`src/rtl/mem_port_arbiter.sv`:
```
// Arbiter sharing one single-port memory between the core's fetch and load/store ports.
// Data accesses win by default; a streak counter bounds fetch starvation and a watchdog ends hung accesses.
module mem_port_arbiter #(
    parameter int unsigned DATA_WIDTH = 32,
    parameter int unsigned ADDR_WIDTH = 32,
    parameter int unsigned MAX_STREAK = 4,
    parameter int unsigned TIMEOUT    = 16
) (
    input  logic                  clk,
    input  logic                  rst,
    input  logic                  if_req,
    input  logic [ADDR_WIDTH-1:0] if_addr,
    output logic                  if_ack,
    output logic [DATA_WIDTH-1:0] if_rdata,
    input  logic                  d_rd,
    input  logic                  d_wr,
    input  logic [ADDR_WIDTH-1:0] d_addr,
    input  logic [DATA_WIDTH-1:0] d_wdata,
    output logic                  d_ack,
    output logic [DATA_WIDTH-1:0] d_rdata,
    output logic                  mem_req,
    output logic                  mem_we,
    output logic [ADDR_WIDTH-1:0] mem_addr,
    output logic [DATA_WIDTH-1:0] mem_wdata,
    input  logic                  mem_ack,
    input  logic [DATA_WIDTH-1:0] mem_rdata,
    output logic                  stall,
    output logic                  err
);

    localparam int unsigned STREAK_W = $clog2(MAX_STREAK + 1);
    localparam int unsigned TMO_W    = $clog2(TIMEOUT);

    localparam logic [STREAK_W-1:0] STREAK_MAX = STREAK_W'(MAX_STREAK);
    localparam logic [TMO_W-1:0]    TMO_LAST   = TMO_W'(TIMEOUT - 1);

    localparam logic [1:0] ST_IDLE = 2'd0;
    localparam logic [1:0] ST_BUSY = 2'd1;
    localparam logic [1:0] ST_RESP = 2'd2;

    logic [1:0]            state_q,     state_d;
    logic                  gnt_data_q,  gnt_data_d;
    logic [STREAK_W-1:0]   streak_q,    streak_d;
    logic [TMO_W-1:0]      tmo_q,       tmo_d;
    logic                  mem_req_q,   mem_req_d;
    logic                  mem_we_q,    mem_we_d;
    logic [ADDR_WIDTH-1:0] mem_addr_q,  mem_addr_d;
    logic [DATA_WIDTH-1:0] mem_wdata_q, mem_wdata_d;
    logic                  if_ack_q,    if_ack_d;
    logic                  d_ack_q,     d_ack_d;
    logic [DATA_WIDTH-1:0] if_rdata_q,  if_rdata_d;
    logic [DATA_WIDTH-1:0] d_rdata_q,   d_rdata_d;
    logic                  err_q,       err_d;

    logic d_req;
    logic data_wins;

    assign d_req     = d_rd | d_wr;
    assign data_wins = d_req & (~if_req | (streak_q < STREAK_MAX));

    always_comb begin
        state_d     = state_q;
        gnt_data_d  = gnt_data_q;
        streak_d    = streak_q;
        tmo_d       = tmo_q;
        mem_req_d   = mem_req_q;
        mem_we_d    = mem_we_q;
        mem_addr_d  = mem_addr_q;
        mem_wdata_d = mem_wdata_q;
        if_ack_d    = 1'b0;
        d_ack_d     = 1'b0;
        if_rdata_d  = if_rdata_q;
        d_rdata_d   = d_rdata_q;
        err_d       = err_q;

        case (state_q)
            ST_IDLE: begin
                if (data_wins) begin
                    // Simultaneous d_rd/d_wr is illegal; the write takes precedence.
                    gnt_data_d  = 1'b1;
                    mem_we_d    = d_wr;
                    mem_addr_d  = d_addr;
                    mem_wdata_d = d_wdata;
                    if (if_req) begin
                        streak_d = (streak_q == STREAK_MAX) ? streak_q : streak_q + 1'b1;
                    end else begin
                        streak_d = '0;
                    end
                end else if (if_req) begin
                    gnt_data_d = 1'b0;
                    mem_we_d   = 1'b0;
                    mem_addr_d = if_addr;
                    streak_d   = '0;
                end
                if (d_req || if_req) begin
                    mem_req_d = 1'b1;
                    tmo_d     = '0;
                    state_d   = ST_BUSY;
                end
            end
            ST_BUSY: begin
                if (mem_ack) begin
                    mem_req_d = 1'b0;
                    mem_we_d  = 1'b0;
                    if (gnt_data_q) begin
                        d_rdata_d = mem_rdata;
                        d_ack_d   = 1'b1;
                    end else begin
                        if_rdata_d = mem_rdata;
                        if_ack_d   = 1'b1;
                    end
                    state_d = ST_RESP;
                end else if (tmo_q == TMO_LAST) begin
                    // Hung access: complete it with zero data and flag it permanently.
                    mem_req_d = 1'b0;
                    mem_we_d  = 1'b0;
                    err_d     = 1'b1;
                    if (gnt_data_q) begin
                        d_rdata_d = '0;
                        d_ack_d   = 1'b1;
                    end else begin
                        if_rdata_d = '0;
                        if_ack_d   = 1'b1;
                    end
                    state_d = ST_RESP;
                end else begin
                    tmo_d = tmo_q + 1'b1;
                end
            end
            ST_RESP: begin
                state_d = ST_IDLE;
            end
            default: begin
                state_d   = ST_IDLE;
                mem_req_d = 1'b0;
                mem_we_d  = 1'b0;
            end
        endcase
    end

    always_ff @(posedge clk) begin
        if (rst) begin
            state_q     <= ST_IDLE;
            gnt_data_q  <= 1'b0;
            streak_q    <= '0;
            tmo_q       <= '0;
            mem_req_q   <= 1'b0;
            mem_we_q    <= 1'b0;
            mem_addr_q  <= '0;
            mem_wdata_q <= '0;
            if_ack_q    <= 1'b0;
            d_ack_q     <= 1'b0;
            if_rdata_q  <= '0;
            d_rdata_q   <= '0;
            err_q       <= 1'b0;
        end else begin
            state_q     <= state_d;
            gnt_data_q  <= gnt_data_d;
            streak_q    <= streak_d;
            tmo_q       <= tmo_d;
            mem_req_q   <= mem_req_d;
            mem_we_q    <= mem_we_d;
            mem_addr_q  <= mem_addr_d;
            mem_wdata_q <= mem_wdata_d;
            if_ack_q    <= if_ack_d;
            d_ack_q     <= d_ack_d;
            if_rdata_q  <= if_rdata_d;
            d_rdata_q   <= d_rdata_d;
            err_q       <= err_d;
        end
    end

    assign mem_req   = mem_req_q;
    assign mem_we    = mem_we_q;
    assign mem_addr  = mem_addr_q;
    assign mem_wdata = mem_wdata_q;
    assign if_ack    = if_ack_q;
    assign d_ack     = d_ack_q;
    assign if_rdata  = if_rdata_q;
    assign d_rdata   = d_rdata_q;
    assign err       = err_q;
    assign stall     = (if_req & ~if_ack_q) | (d_req & ~d_ack_q);

endmodule

```
`config.mk`:
```
export PLATFORM = sky130hd
export DESIGN_NAME = mem_port_arbiter
export DESIGN_NICKNAME = d
export VERILOG_FILES = /design/src/rtl/mem_port_arbiter.sv
export SDC_FILE = /design/constraint.sdc
export NUM_CORES = 1
export LEC_CHECK = 0
export CORE_MARGIN = 10
export CORE_UTILIZATION = 26
export CTS_CLUSTER_SIZE = 16
export DETAILED_ROUTE_END_ITERATION = 16
export PLACE_DENSITY = 0.58
export SLEW_MARGIN = 20
export SYNTH_ARGS = -nofsm -noshare
export SYNTH_HDL_FRONTEND = slang
export SYNTH_SLANG_ARGS = --single-unit
```
`constraint.sdc`:
```
create_clock -name clk -period 2.6 [get_ports clk]
set_input_delay 0.39 -clock clk [delete_from_list [all_inputs] [get_ports clk]]
set_output_delay 0.39 -clock clk [all_outputs]
set_load 0.005 [all_outputs]
```
==> tab_implementation.tex <==
\begin{tabular}{lr}
\hline
Metric & Value \\
\hline
\multicolumn{2}{l}{\textbf{Status}} \\
\quad Status & finished clean \\
\multicolumn{2}{l}{\textbf{Synth}} \\
\quad Count of flip-flops with a built-in enable after synthesis & 0 \\
\quad Predominant post-synthesis flop cell & sky130\_fd\_sc\_hd\_\_dfxtp\_1 \\
\quad Synthesized area per cell & 9.22 µm² \\
\quad Yosys reg bits & 143 \\
\quad Area of the mapped netlist & 0.00614 mm² \\
\quad Dominant cells by area after synthesis & sky130\_fd\_sc\_hd\_\_dfxtp\_1 (47\%), sky130\_fd\_sc\_hd\_\_mux2i\_1 (10\%), sky130\_fd\_sc\_hd\_\_nand2b\_1 (6.6\%), sky130\_fd\_sc\_hd\_\_a21oi\_1 (5.8\%), sky130\_fd\_sc\_hd\_\_a311oi\_1 (4.9\%) \\
\quad Post-synth net total & 803 \\
\quad Distinct cell type count after synthesis & 44 \\
\quad Synth Warn \# & 0 \\
\quad Post-Synthesis Cells & 666 \\
\quad Cell type with the highest aggregate area in the netlist & sky130\_fd\_sc\_hd\_\_dfxtp\_1 \\
\quad Area share of the largest cell type after synthesis & 46.6\% \\
\quad Sequential share of the synthesized area & 46.6\% \\
\quad Async SR Flop Fraction & 0\% \\
\multicolumn{2}{l}{\textbf{Worst setup path}} \\
\quad Worst endpoint data arrival time & 1.68 ns \\
\quad Cell type with the highest occurrence count on the critical path & sky130\_fd\_sc\_hd\_\_clkdlybuf4s50\_1 \\
\quad Category of the critical setup timing path & input pin to output port \\
\quad Worst Path Max Fanout & 2 \\
\quad Endpoint type of the worst setup path & output port \\
\quad Critical-path top delay cell & sky130\_fd\_sc\_hd\_\_clkdlybuf4s50\_1 \\
\quad Maximum cell stage delay along the critical path & 0.53 ns \\
\quad Sequence of cells on the critical path & clkdlybuf4s50\_1 -> inv\_1 -> o22ai\_1 -> clkdlybuf4s50\_1 \\
\quad Crit start category & input pin \\
\quad Cell depth of the worst flop-to-flop path & 4 \\
\quad Worst endpoint required time & 2.21 ns \\
\multicolumn{2}{l}{\textbf{Clock tree}} \\
\quad Clock tree from TritonCTS & built \\
\quad Number of buffers between clock root and the deepest sink & 2 \\
\quad H-tree depth & 4 \\
\quad Source-to-sink clock delay at the later pin of the worst-skew pair & 0.41 ns \\
\quad Number of clock sinks & 143 \\
\quad Post-CTS sizing & 0 \\
\quad Clk root buf & sky130\_fd\_sc\_hd\_\_clkbuf\_16 \\
\quad Clock edge transition at the registers on the reported setup and hold paths & 0.06 ns \\
\quad Cts bufs inserted & 17 \\
\quad Number of buffers added to fix hold violations after cts & 0 \\
\quad Post CTS Setup Buffer Count & 0 \\
\multicolumn{2}{l}{\textbf{Placement}} \\
\quad Dpl ws & 0.349 ns \\
\quad Buffers on Ports & 267 \\
\quad Routability congestion estimate & 0.752 \\
\quad Inst Count DP & 1,205 \\
\quad Dpl hpwl & 15,800 µm \\
\multicolumn{2}{l}{\textbf{Floorplanning}} \\
\quad Die footprint & 0.0302 mm² \\
\quad Die X-Extent & 174 µm \\
\quad Core outline area & 0.0233 mm² \\
\quad I/O pins & 268 \\
\quad Die Y & 174 µm \\
\quad Initial core utilization & 26.3\% \\
\quad Row count & 56 \\
\multicolumn{2}{l}{\textbf{Final layout}} \\
\quad Antenna fix cells & 0 \\
\quad Post-Route Utilization & 41.5\% \\
\quad Final instance count without filler cells & 1,236 \\
\quad Share of layout cells above drive strength 1 & 6.22\% \\
\quad Top library cells by usage in the layout, fill and taps aside & sky130\_fd\_sc\_hd\_\_clkdlybuf4s50\_1 (266), sky130\_fd\_sc\_hd\_\_dfxtp\_1 (143), sky130\_fd\_sc\_hd\_\_a21oi\_1 (71) \\
\quad Area Growth Syn to Fin & 57.7\% \\
\quad Area occupied by multi-input gates & 0.00293 mm² \\
\quad Area used by sequential logic in the layout & 0.00286 mm² \\
\quad Most common cell after layout, fill and taps aside & sky130\_fd\_sc\_hd\_\_clkdlybuf4s50\_1 \\
\quad Fill cell instance count of the final layout & 2,360 \\
\quad Layout net count & 1,042 \\
\multicolumn{2}{l}{\textbf{STA}} \\
\quad Final min period & 2.07 ns \\
\quad Unrepaired setup endpoints after global routing & no \\
\quad Slew at the pin with the worst max-slew slack & 0.602 ns \\
\quad Worst setup slack after layout & 0.533 ns \\
\quad Max-slew headroom at the worst pin & 59.9\% \\
\quad Maximum operating frequency & 484 MHz \\
\quad Post-route clock skew & 0.0118 ns \\
\quad Setup TNS & 0 ns \\
\quad Final setup fails & 0 \\
\quad Final Max Tran Viols & 0 \\
\quad Ratio of final minimum period to clock period & 79.5\% \\
\quad Fin. Hold Viols & 0 \\
\multicolumn{2}{l}{\textbf{Detailed routing}} \\
\quad Average vias per placed instance & 4.66 \\
\quad Via count & 5,763 \\
\quad Drt first pass iters & 5 \\
\quad Drt initial violations & 393 \\
\quad DRC errors left & 0 \\
\quad Wire length reported by the detailed router & 22,500 µm \\
\quad DRT antenna net count & 0 \\
\quad Post-detailed-route wirelength per cell & 18.2 µm \\
\multicolumn{2}{l}{\textbf{Power and ir drop}} \\
\quad PwrDens & 610 mW/mm² \\
\quad Leakage power & 3.77 nW \\
\quad Tot Pwr & 5.90 mW \\
\quad VDD IR-drop max & 0.366 mV \\
\multicolumn{2}{l}{\textbf{GRT}} \\
\quad Most used routing layer & met2 \\
\quad Tot GR Track Use & 14.4\% \\
\quad Grt total ovfl & 0 \\
\quad Met1 Track Usage GR & 17.9\% \\
\quad GR Util met2 & 21.1\% \\
\quad Maximum number of pins on one net before global-route repair & 80 \\
\quad GRT met3 Usage & 7.69\% \\
\quad Via count of the first global-routing pass & 5,642 \\
\quad Antenna violations before repair & 3 \\
\quad Global-route wire length before repair & 34,600 µm \\
\multicolumn{2}{l}{\textbf{Flow run}} \\
\quad Number of max-capacitance violations reported & 0 \\
\multicolumn{2}{l}{\textbf{Min path}} \\
\quad Hold path depth & 2 \\
\quad Type of the most critical hold path & input pin to flip-flop \\
\hline
\end{tabular}
report_power, final:
group | switching, mW | internal, mW | total [mW] | leakage (nW)
Combinational | 0.428 | 0.552 | 0.980 | 2.32
Clock | 0.998 | 1.54 | 2.54 | 0.282
Sequential | 0.0710 | 2.32 | 2.39 | 1.17
final timing paths:
check | from | endpoint | slack, ns
worst max-delay path | if_req | stall | 0.53
worst min-delay path | rst | mem_addr[27] | 0.45
worst max register to register | state_q[0] | if_rdata[13] | 0.61
worst min register to register | d_rdata[24] | d_rdata[24] | 0.47
cell usage after synthesis (2+ instances only):
master and count:
sky130_fd_sc_hd__a211oi_1 2, sky130_fd_sc_hd__a21oi_1 71, sky130_fd_sc_hd__a311oi_1 34, sky130_fd_sc_hd__a31oi_1 2, sky130_fd_sc_hd__buf_1 3, sky130_fd_sc_hd__buf_12 3
sky130_fd_sc_hd__buf_2 23, sky130_fd_sc_hd__buf_6 3, sky130_fd_sc_hd__clkbuf_1 34, sky130_fd_sc_hd__dfxtp_1 143, sky130_fd_sc_hd__ha_1 3, sky130_fd_sc_hd__inv_1 6
sky130_fd_sc_hd__mux2i_1 64, sky130_fd_sc_hd__nand2_1 68, sky130_fd_sc_hd__nand2b_1 65, sky130_fd_sc_hd__nand3_1 36, sky130_fd_sc_hd__nand3b_1 32, sky130_fd_sc_hd__nand4_1 3
sky130_fd_sc_hd__nor2_1 5, sky130_fd_sc_hd__nor3_1 2, sky130_fd_sc_hd__nor3b_1 2, sky130_fd_sc_hd__nor4_1 2, sky130_fd_sc_hd__o21ai_0 23, sky130_fd_sc_hd__o21ai_1 14
sky130_fd_sc_hd__o2bb2ai_1 2, sky130_fd_sc_hd__or3_1 2, sky130_fd_sc_hd__or4_1 2
logic make-up (layout without fill, tap and decap cells):
kind of cell	Yosys count	in the layout	synth area share [%]
and+or+nand+nor	226	226	20.1
AOI/OAI and AO/OA	158	158	16.2
DFF	143	143	46.6
buffers and inverters	72	323	6.03
muxes	64	64	10.4
adders and majority gates	3	3	0.612
layout make-up:
class / instances / share of cell area, %
multi-input cells: 451 / 30.3
well taps: 319 / 4.12
repair buffers: 286 / 29.6
flip-flops and latches: 143 / 29.6
clock buffers: 19 / 4.58
inverters: 6 / 0.233
clock inverters: 12 / 1.65
state kept, by name, summed over array words and instances (netlist names):
signal,flops
d_rdata,32
if_rdata,32
mem_addr,32
mem_wdata,32
tmo_q,4
streak_q,3
state_q,2
d_ack,1
err,1
gnt_data_q,1
if_ack,1
mem_req,1
mem_we,1
per-layer routing:
metal	vias to the layer above	routed length, µm	part of all wire (%)
met5	-	7	0.031
met4	2	187	0.83
met3	15	2480	11
met2	233	9660	43
met1	2675	10100	45
li1	2838	-	-
critical path: cells and delay by family:
family                 cells  cell delay, ns
AOI/OAI and AO/OA          1            0.16
buffers and inverters      3            1.12
through the flow:
stage / hold slack (ns) / instance area, µm²
after floorplan: 0.449 / 6140
after global placement: 0.459 / 9080
after detailed placement: 0.465 / 9080
after CTS: 0.444 / 9680
after global routing: 0.472 / 9680
final: 0.452 / 9680
(Power assumes the default switching activity.)
==> RTL edit 1: new RTL, same flow settings <==
`TIMEOUT`: 16 -> 32.
--- a/src/rtl/mem_port_arbiter.sv
+++ b/src/rtl/mem_port_arbiter.sv
@@ -5,5 +5,5 @@
     parameter int unsigned ADDR_WIDTH = 32,
     parameter int unsigned MAX_STREAK = 4,
-    parameter int unsigned TIMEOUT    = 16
+    parameter int unsigned TIMEOUT    = 32
 ) (
     input  logic                  clk,
Formal check against the unedited RTL: same outputs for any inputs over 4 cycles, from zero or initial values and one cycle with rst high; that may be too few to reach the edited logic, so the function may still have changed.
==> RTL edit 1 against the unedited design <==
- worst setup slack worse by 0.031 ns
- first-iteration DRC count increased by 33%
- area after synthesis is 0.88% lower
- largest power group unchanged
- synthesized cell count up 8.0%
- power rose by 4.1%
- hold slack worse by 0.074 ns
- sequential cell count up 1
- design area down 0.28%
- routed wire length up 7.5%
==> RTL edit 1: results (changes against the unedited design) <==
* Vias in the first global route at 6175 (+9.4%)
* # Post-CTS Setup Buffers at 0 (unchanged)
* Hold Crit Start: mem_ack
* Reg2Reg Depth at 6 (+2)
* Worst-path fanout max at 4 (+2)
* Slowest stage cell, crit path: clkdlybuf4s50_1
* Worst setup path startpoint: d_wr
* Synth warn at 0 (unchanged)
* R2r setup slk at 0.53 ns (-0.08 ns)
* Synth cell types at 37 (-16%)
* Hold Path Sink: tmo_q[1]
* Gr usage total at 0.153 (+0.00932)
* Largest net degree at the start of global routing at 70 (-13%)
* Final hold slack at 0.379 ns (-0.0735 ns)
* Initial DRC count at 521 (+33%)
* Layout cells sized above 1 at 0.0728 (+0.0106)
* Critical Path Max Stage Delay at 0.57 ns (+0.04 ns)
* Most area-consuming cells after synthesis: dfxtp_1 47%, a21oi_1 11%, o31ai_1 8.0%
* Drt wl/cell at 19.1 µm (+5.3%)
* FF-to-FF End: tmo_q[3]
* Worst Tran Pin Value at 0.714 ns (+0.112 ns)
* Layout net count at 1073 (+3.0%)
* GPL Wtd Cong at 0.771 (+2.5%)
* Hold path depth at 4 (+2)
* Status: finished, final reports clean
* Initial antenna violation count at 0 (-3)
* Sequential share of the synthesized area at 0.474 (+0.00741)
* Post-CTS sizing at 0 (unchanged)
* First-pass GRT wire length at 37200 µm (+7.6%)
* Final Skew at 0.0106 ns (-0.00128 ns)
* Leakage at 3.30 nW (-12%)
* Syn nets at 857 (+6.7%)
* Commonest cells post-synth: 144 x dfxtp_1, 137 x a21oi_1, 69 x nand2_1
* Fillers at 2348 (-0.51%)
* Reg2Reg Launch Point: tmo_q[0]
* Placed inst area at 0.00905 mm² (-0.34%)
* P_sw at 1.71 mW (+14%)
-- RTL edit 1: cell count changes in the layout (fill, tap and decap cells not counted), sizes merged, moves of 5 or more --
| cell | unedited run | this run |
|---|---|---|
| a21oi | 71 | 137 |
| mux2i | 64 | 0 |
| o31ai | 1 | 65 |
| nand2b | 65 | 2 |
| nand4 | 3 | 66 |
| nand3b | 32 | 0 |
| buf | 20 | 25 |
-- RTL edit 1: power by group through the flow --
stage	sequential [mW]	clock, mW	combinational [mW]
after floorplan	2.48	0	0.501
after global placement	2.47	0	1.21
after detailed placement	2.47	0	1.21
after CTS	2.43	2.60	1.21
after global routing	2.44	2.69	1.30
final	2.43	2.52	1.19
-- RTL edit 1: cell type report --
type	count	area, µm²	area share
tap	313	392	0.0406
clock inverter	13	154	0.0159
timing repair buffer	290	2930	0.303
sequential	144	2880	0.299
clock buffer	19	453	0.0469
multi-input combinational	477	2830	0.293
inverter	5	18.8	0.00194
-- RTL edit 1: how the worst max path moves through the flow --
| stage | to | slack, ns |
|---|---|---|
| after floorplan | tmo_q[3] | 0.69 |
| after global placement | stall | 0.53 |
| after detailed placement | stall | 0.51 |
| after CTS | stall | 0.49 |
| after global routing | stall | 0.44 |
| final | stall | 0.50 |
-- RTL edit 1: tightest hold or removal path: stages --
cell and delay [ns]:
buf_2 0.14, nor2_4 0.08, nand3_1 0.08, a21oi_1 0.05
-- RTL edit 1: logic make-up after synthesis --
kind of cell | count (synthesis) | share of synthesized area
AO/OA/AOI/OAI | 284 | 0.291
adder cells (fa/ha/maj) | 4 | 0.00823
buffers and inverters | 98 | 0.0677
flip-flops | 144 | 0.474
AND/OR/NAND/NOR | 189 | 0.160
-- RTL edit 1: per-layer routing --
layer | up-vias | wire, µm | track usage | share of wire
met4 | 0 | 436 | 0.0510 | 0.018
met5 | - | 0 | 0 | 0
li1 | 3134 | - | - | -
met3 | 22 | 1780 | 0.0571 | 0.074
met2 | 201 | 11700 | 0.246 | 0.48
met1 | 3047 | 10200 | 0.184 | 0.42
-- RTL edit 1: through the flow --
step,std cells,total power [mW]
final,1261,6.14
after global routing,1261,6.44
after CTS,1261,6.24
after detailed placement,1229,3.68
after global placement,1229,3.68
after floorplan,719,2.98
==> RTL edit 2: new RTL, config.mk and constraints unchanged <==
Made on the original files. Make the reset (`rst`) asynchronous in one clocked block.
--- a/src/rtl/mem_port_arbiter.sv
+++ b/src/rtl/mem_port_arbiter.sv
@@ -139,5 +139,5 @@
     end
 
-    always_ff @(posedge clk) begin
+    always_ff @(posedge clk or posedge rst) begin
         if (rst) begin
             state_q     <= ST_IDLE;
Formal check against the unedited RTL: differs if rst is asserted again (counterexample within 4 cycles, from zero or initial values and one cycle with rst high); with rst held inactive, the same outputs for 4 cycles.
==> RTL edit 2 against the unedited design <==
- sequential share of layout area grew 7.5 points
- die area is 0.48% lower
- area after synthesis is 0.55% lower
- routed wire length decreased by 15%
- largest cell class is now flip-flops and latches
- critical path type unchanged
- design area fell by 0.17%
- hold slack better by 0.028 ns
- highest routed layer is now met4
- critical path depth is the same
- non-clock buffer count shrank 5
- sequential cell count unchanged
- worst setup slack worse by 0.24 ns
Power is not compared: it rests on default switching activity, and its combinational part moved more than twofold at a synthesized area within 25%.
==> RTL edit 2: results (changes against the unedited design) <==
* Syn nets at 527 (-34%)
* Sequential share of the synthesized area at 0.586 (+0.120)
* Synth cell types at 41 (-6.8%)
* First-pass GRT wire length at 30300 µm (-12%)
* Vias at 4408 (-24%)
* Reg2Reg Depth at 5 (+1)
* Critical Path AT at 1.92 ns (+0.24 ns)
* Compound-gate portion of the synthesized area at 0.122 (-0.0399)
* Gr usage total at 0.127 (-0.0168)
* Post-synthesis async set-or-reset flop share at 1.00 (+1.00)
* Worst-path fanout max at 7 (+5)
* Reg2Reg Launch Point: tmo_q[0]
* Final Skew at 0.00593 ns (-0.00591 ns)
* Status: finished, final reports clean
* Layout cells sized above 1 at 0.216 (+0.154)
* Final hold slack at 0.480 ns (+0.0280 ns)
* Drt wl/cell at 19.3 µm (+6.1%)
* Vias in the first global route at 5040 (-11%)
* Most area-consuming cells after synthesis: dfrtp_1 59%, mux2_4 14%, a22o_1 9.3%
* Layout net count at 798 (-23%)
* FF-to-FF End: if_rdata[25]
* Hold Path Sink: mem_req
* R2r setup slk at 0.82 ns (+0.21 ns)
* Initial DRC count at 257 (-35%)
* Final HPWL DP at 14100 µm (-11%)
* Hold path depth at 1 (-1)
* Synth Area in Adders at 0.00615 (+0.0000338)
* Hold Path Class: reg2reg
## RTL edit 2: cell type report
type | count | area, µm² | share of cell area
multi-input combinational | 209 | 2270 | 0.234
tap | 319 | 399 | 0.0413
sequential | 143 | 3580 | 0.370
inverter | 9 | 37.5 | 0.00388
clock inverter | 11 | 120 | 0.0124
timing repair buffer | 281 | 2830 | 0.293
clock buffer | 19 | 433 | 0.0448
antenna | 1 | 2.50 | 0.000259
## RTL edit 2: layer usage
layer  GRT usage  up-vias  part of all wire
li1            -     1987                 -
met1       0.155     2225              0.45
met2       0.204      182              0.47
met3      0.0503       14             0.069
met4      0.0323        0             0.010
met5           0        -                 0
## RTL edit 2: logic make-up after synthesis
family | after synthesis
fa+ha+maj | 3
simple gates | 22
compound gates | 85
mux | 99
buf+inv | 38
flops | 143
## RTL edit 2: through the flow
step	area, µm²	util	instances	worst slack, ns	power, mW
floorplan	6110	-	390	0.419	5.56
global placement	9110	0.392	961	0.285	8.18
detailed placement	9110	0.392	961	0.299	8.28
CTS	9660	0.415	991	0.295	10.7
global route	9660	0.415	991	0.242	11.1
finish	9660	0.415	992	0.291	10.5
## RTL edit 2: worst max path at each step
stage	to	slack, ns	cells after the start
floorplan	d_ack	0.42	1
global placement	stall	0.29	4
detailed placement	stall	0.30	4
CTS	stall	0.30	4
global route	stall	0.24	4
finish	stall	0.29	4
## RTL edit 2: power by group
part	switching, mW	internal, mW	total (mW)
clock	0.945	1.40	2.34
sequential	0.651	3.25	3.91
combinational	1.37	2.90	4.27
## RTL edit 2: worst reg2reg max path, cell delays in order, from the launching register on
cell and delay [ns]:
dfrtp_1 0.40, ha_1 0.24, and3_1 0.28, o211ai_2 0.17, buf_4 0.39, a22o_1 0.25
